`src/rtl/cook_timer_ctrl.sv`:
```
// Microwave cook timer: keypad entry, mm:ss BCD countdown from 1 Hz tick,
// magnetron enable and done hold with auto-return to IDLE.
//
// Ports:
//   clk, rst_n            system clock, synchronous active-low reset
//   tick_1hz              1 Hz square wave; rising edges decrement in RUN
//   key_valid, key_digit  keypad BCD digit strobe
//   start, stop_clr       start/resume and pause/clear pulses
//   door_closed           interlock, 1 = closed
//   min_tens..sec_ones    remaining time, BCD mm:ss
//   state                 00 IDLE, 01 RUN, 10 PAUSE, 11 DONE
//   mag_on, done          decoded from state
module cook_timer_ctrl #(
    parameter int QUICK_START_SEC = 30,
    parameter int DONE_TICKS      = 3
) (
    input  logic       clk,
    input  logic       rst_n,
    input  logic       tick_1hz,
    input  logic       key_valid,
    input  logic [3:0] key_digit,
    input  logic       start,
    input  logic       stop_clr,
    input  logic       door_closed,
    output logic [3:0] min_tens,
    output logic [3:0] min_ones,
    output logic [3:0] sec_tens,
    output logic [3:0] sec_ones,
    output logic [1:0] state,
    output logic       mag_on,
    output logic       done
);

    typedef enum logic [1:0] {
        S_IDLE  = 2'b00,
        S_RUN   = 2'b01,
        S_PAUSE = 2'b10,
        S_DONE  = 2'b11
    } state_t;

    localparam logic [3:0] QS_T = 4'(QUICK_START_SEC / 10);
    localparam logic [3:0] QS_O = 4'(QUICK_START_SEC % 10);
    localparam logic [3:0] DT   = 4'(DONE_TICKS);

    state_t      r_state;
    logic [15:0] r_time;
    logic        r_tick_q;
    logic [3:0]  r_done_cnt;

    logic        w_tick_rise;
    logic [15:0] w_dec;
    logic        w_b0;
    logic        w_b1;
    logic        w_b2;
    logic        w_key_ok;
    logic [3:0]  w_cnt_nxt;

    assign w_tick_rise = tick_1hz & ~r_tick_q;
    assign w_key_ok    = key_valid && (key_digit <= 4'd9);
    assign w_cnt_nxt   = r_done_cnt + 4'd1;

    // One-second BCD decrement. Seconds tens is only reloaded to 5 on a
    // borrow, so entries above 59 simply count down linearly.
    always_comb begin
        w_dec = r_time;
        w_b0  = (r_time[3:0] == 4'd0);
        w_b1  = 1'b0;
        w_b2  = 1'b0;
        w_dec[3:0] = w_b0 ? 4'd9 : r_time[3:0] - 4'd1;
        if (w_b0) begin
            w_b1 = (r_time[7:4] == 4'd0);
            w_dec[7:4] = w_b1 ? 4'd5 : r_time[7:4] - 4'd1;
        end
        if (w_b1) begin
            w_b2 = (r_time[11:8] == 4'd0);
            w_dec[11:8] = w_b2 ? 4'd9 : r_time[11:8] - 4'd1;
        end
        if (w_b2) begin
            w_dec[15:12] = r_time[15:12] - 4'd1;
        end
    end

    always_ff @(posedge clk) begin
        if (!rst_n) begin
            r_state    <= S_IDLE;
            r_time     <= 16'h0000;
            r_tick_q   <= 1'b0;
            r_done_cnt <= 4'd0;
        end else begin
            r_tick_q <= tick_1hz;
            unique case (r_state)
                S_IDLE: begin
                    if (stop_clr) begin
                        r_time <= 16'h0000;
                    end else if (start && door_closed) begin
                        if (r_time == 16'h0000) begin
                            r_time <= {8'h00, QS_T, QS_O};
                        end
                        r_state <= S_RUN;
                    end else if (w_key_ok) begin
                        r_time <= {r_time[11:0], key_digit};
                    end
                end
                S_RUN: begin
                    if (stop_clr || !door_closed) begin
                        r_state <= S_PAUSE;
                    end else if (w_tick_rise) begin
                        r_time <= w_dec;
                        if (w_dec == 16'h0000) begin
                            r_state    <= S_DONE;
                            r_done_cnt <= 4'd0;
                        end
                    end
                end
                S_PAUSE: begin
                    if (stop_clr) begin
                        r_state <= S_IDLE;
                        r_time  <= 16'h0000;
                    end else if (start && door_closed) begin
                        r_state <= S_RUN;
                    end
                end
                S_DONE: begin
                    if (stop_clr) begin
                        r_state <= S_IDLE;
                    end else if (w_tick_rise) begin
                        r_done_cnt <= w_cnt_nxt;
                        if (w_cnt_nxt == DT) begin
                            r_state <= S_IDLE;
                        end
                    end
                end
            endcase
        end
    end

    assign {min_tens, min_ones, sec_tens, sec_ones} = r_time;
    assign state  = r_state;
    assign mag_on = (r_state == S_RUN);
    assign done   = (r_state == S_DONE);

endmodule

```
`config.mk`:
```
export PLATFORM = sky130hd
export DESIGN_NAME = cook_timer_ctrl
export DESIGN_NICKNAME = d
export VERILOG_FILES = /design/src/rtl/cook_timer_ctrl.sv
export SDC_FILE = /design/constraint.sdc
export NUM_CORES = 1
export LEC_CHECK = 0
export ABC_AREA = 1
export BUFFER_PORTS_ARGS = -buffer_cell sky130_fd_sc_hd__buf_2
export CORE_ASPECT_RATIO = 1.75
export CORE_MARGIN = 4
export CORE_UTILIZATION = 25
export DETAILED_ROUTE_END_ITERATION = 10
export PLACE_DENSITY_LB_ADDON = 0.05
export REMOVE_ABC_BUFFERS = 1
export SETUP_SLACK_MARGIN = 0.05
export SYNTH_ARGS = -nofsm -noshare
export SYNTH_HDL_FRONTEND = slang
export SYNTH_SLANG_ARGS = --single-unit
```
`constraint.sdc`:
```
create_clock -name clk -period 4.1 [get_ports clk]
set_input_delay 0.41 -clock clk [delete_from_list [all_inputs] [get_ports clk]]
set_output_delay 0.41 -clock clk [all_outputs]
set_load 0.05 [all_outputs]
```
==> results.tsv <==
metric	value	unit
status	complete, no violations	
setup.worst_path.end_class	flip-flop	
yosysSeqAreaShare	0.2716	
numPortBuffers	30	
max-slew-margin-rel	0.6939	
synth_seq_cells	23	
holdCritStartpoint	tick_1hz	
chipWidth	70.25	um
maxCapViolCount	0	
startpoint_type	flip-flop	
drive_gt1_frac	0.1723	
tightest_slew	0.4586	ns
synth_edf_count	0	
crit_path_max_fanout	10	
crit_type	flip-flop to flip-flop	
design.core.area	6588	um2
dp_hpwl	4382	um
avgSynthCellArea	6.350	um2
cp.arrival	2.23	ns
setup-violations-final	0	
multi_input_area	1061	um2
grt_setup_unrepaired	false	
start_util	0.2574	
path_clk_slew	0.06	ns
fin_crit	2.079	ns
yosysMostFrequentCell	nand2_1	
crit_family	buffers and inverters	
drcViolationCount	0	
grt_max_degree	27	
yosysTopAreaCellShare	0.2716	
synth_cell_types	29	
hold_depth	3	
r2r_start	state[1]	
first_pass_iters	4	
track_usage	0.1401	
cts_made_buffers	3	
clk_path_buf_depth	2	
seq_area	460.4	um2
cp_slowest_cell	dfxtp_1	
synthesis.area	1695	um2
final.fill_count	781	
fin_tns_setup	0	ns
cts.htree.levels	1	
avgViaCountPerCell	4.688	
hold_buffers	0	
wl	5515	um
fin_skew	0.004650	ns
cts_resized	0	
crit_chain	inv_1 -> ha_1 -> nand2_1 -> clkinv_1 -> nand2_1 -> o31ai_1 -> o21ai_0 -> a21oi_1	
dr_total_vias	1772	
overflow	0	
globalplace.congestion	0.7417	
post-cts-setup-buffers	0	
n_antenna_cell	0	
fmax	481.1	MHz
cpPeakStageDelay	0.43	ns
regToRegSetupSlack	2.02	ns
synth-async-reset-ratio	0	
die-area	8215	um2
antenna_left	0	
synth_top_area_cell	dfxtp_1	
grt_pass1_vias	1807	
antenna_found_initial	0	
synth_area_leaders	dfxtp_1, nand2_1, inv_1, nor2_1, o21ai_0	
worstRegToRegCells	8	
grt_pass1_wl	8983	um
path_common_cell	nand2_1	
areaGrowthSynthToFinish	17.71	%
final_nets	316	
ios	31	
die_h	116.9	um
slew_viol_final	0	
fin_crit_sh	0.5070	
wl_per_cell	14.59	um
synth_cells	267	
worst-path-buf-inv	2	
hold_class	primary input to flip-flop	
clock-sinks	23	
cts-root-buf	clkbuf_16	
ys.flop_type	dfxtp_1	
ys_warn_count	0	
drtIter0Drc	62	
r2r-end	r_time[1]	
insertion_delay	0.26	ns
num_rows	39	
critical_path_required	4.25	ns
cts_tree	yes	
final_hold_viol_count	0	
yosys-top-cells-count	nand2_1, inv_1, nor2_1, o21ai_0, dfxtp_1	
min_to	r_tick_q	
-- worst reg2reg max path, cell delays in order, from the launching register on --
cell      delay (ns)
dfxtp_1         0.43
inv_1           0.09
ha_1            0.29
nand2_1         0.22
clkinv_1        0.38
nand2_1         0.25
o31ai_1         0.08
o21ai_0         0.16
a21oi_1         0.06
-- kinds of logic (layout without fill, tap and decap cells) --
| group | count (synthesis) | count (layout) | synth area share |
|---|---|---|---|
| AO/OA/AOI/OAI | 69 | 69 | 0.2317 |
| AND/OR/NAND/NOR | 120 | 120 | 0.3144 |
| buffers and inverters | 43 | 72 | 0.1026 |
| flip-flops | 23 | 23 | 0.2716 |
| adder cells (fa/ha/maj) | 8 | 8 | 0.05904 |
| XOR/XNOR | 4 | 4 | 0.02067 |
-- final cells by class --
type,instances,area share
Multi-Input combinational cell,201,0.5317
Tap cell,82,0.05141
Clock buffer,4,0.03950
Timing Repair Buffer,30,0.07524
Sequential cell,23,0.2307
Inverter,38,0.07147
-- layer usage --
metal	vias to the layer above	share of wire	GRT usage
met4	0	0.018	0.05115
met2	27	0.59	0.2904
li1	937	-	-
met5	-	0	0
met3	7	0.021	0.01453
met1	801	0.37	0.1397
-- worst max-delay path by stage --
| stage | startpoint | to | slack [ns] | cells past startpoint |
|---|---|---|---|---|
| floorplan | state[0] | r_time[1] | 1.78 | 7 |
| detailed placement | state[1] | r_time[1] | 2.00 | 8 |
| finish | state[1] | r_time[1] | 2.02 | 8 |
| global route | state[1] | r_time[1] | 1.75 | 8 |
| global placement | state[1] | r_time[1] | 1.95 | 8 |
| CTS | state[1] | r_time[1] | 1.99 | 8 |
-- state kept, by name, summed over array words and instances (netlist names) --
name and cells:
r_time 16, state 2, r_tick_q 1, r_done_cnt 4
-- stage by stage --
step	utilization	hold WS, ns	setup slack (ns)	instances	instance area [um2]
after floorplan	-	0.4732	1.781	262	1664
after global placement	0.2910	0.5041	1.953	374	1917
after detailed placement	0.2910	0.5006	2.001	374	1917
after CTS	0.3029	0.3396	1.988	378	1996
after global routing	0.3029	0.3536	1.753	378	1996
final	0.3029	0.3390	2.021	378	1996
-- placed cells by master, fill, tap and decap left out, drive strengths merged, types with 8 or more instances in the layout --
cell type | netlist | layout
a22oi | 9 | 9
nand3 | 15 | 15
ha | 8 | 8
o21ai | 30 | 30
nand2 | 61 | 61
a21oi | 21 | 21
buf | 3 | 30
inv | 37 | 37
nor2 | 41 | 41
dfxtp | 23 | 23
Power is left out: the tool's default activity adds up to more than one toggle a clock period on the data nets, which glitch-free logic cannot reach.
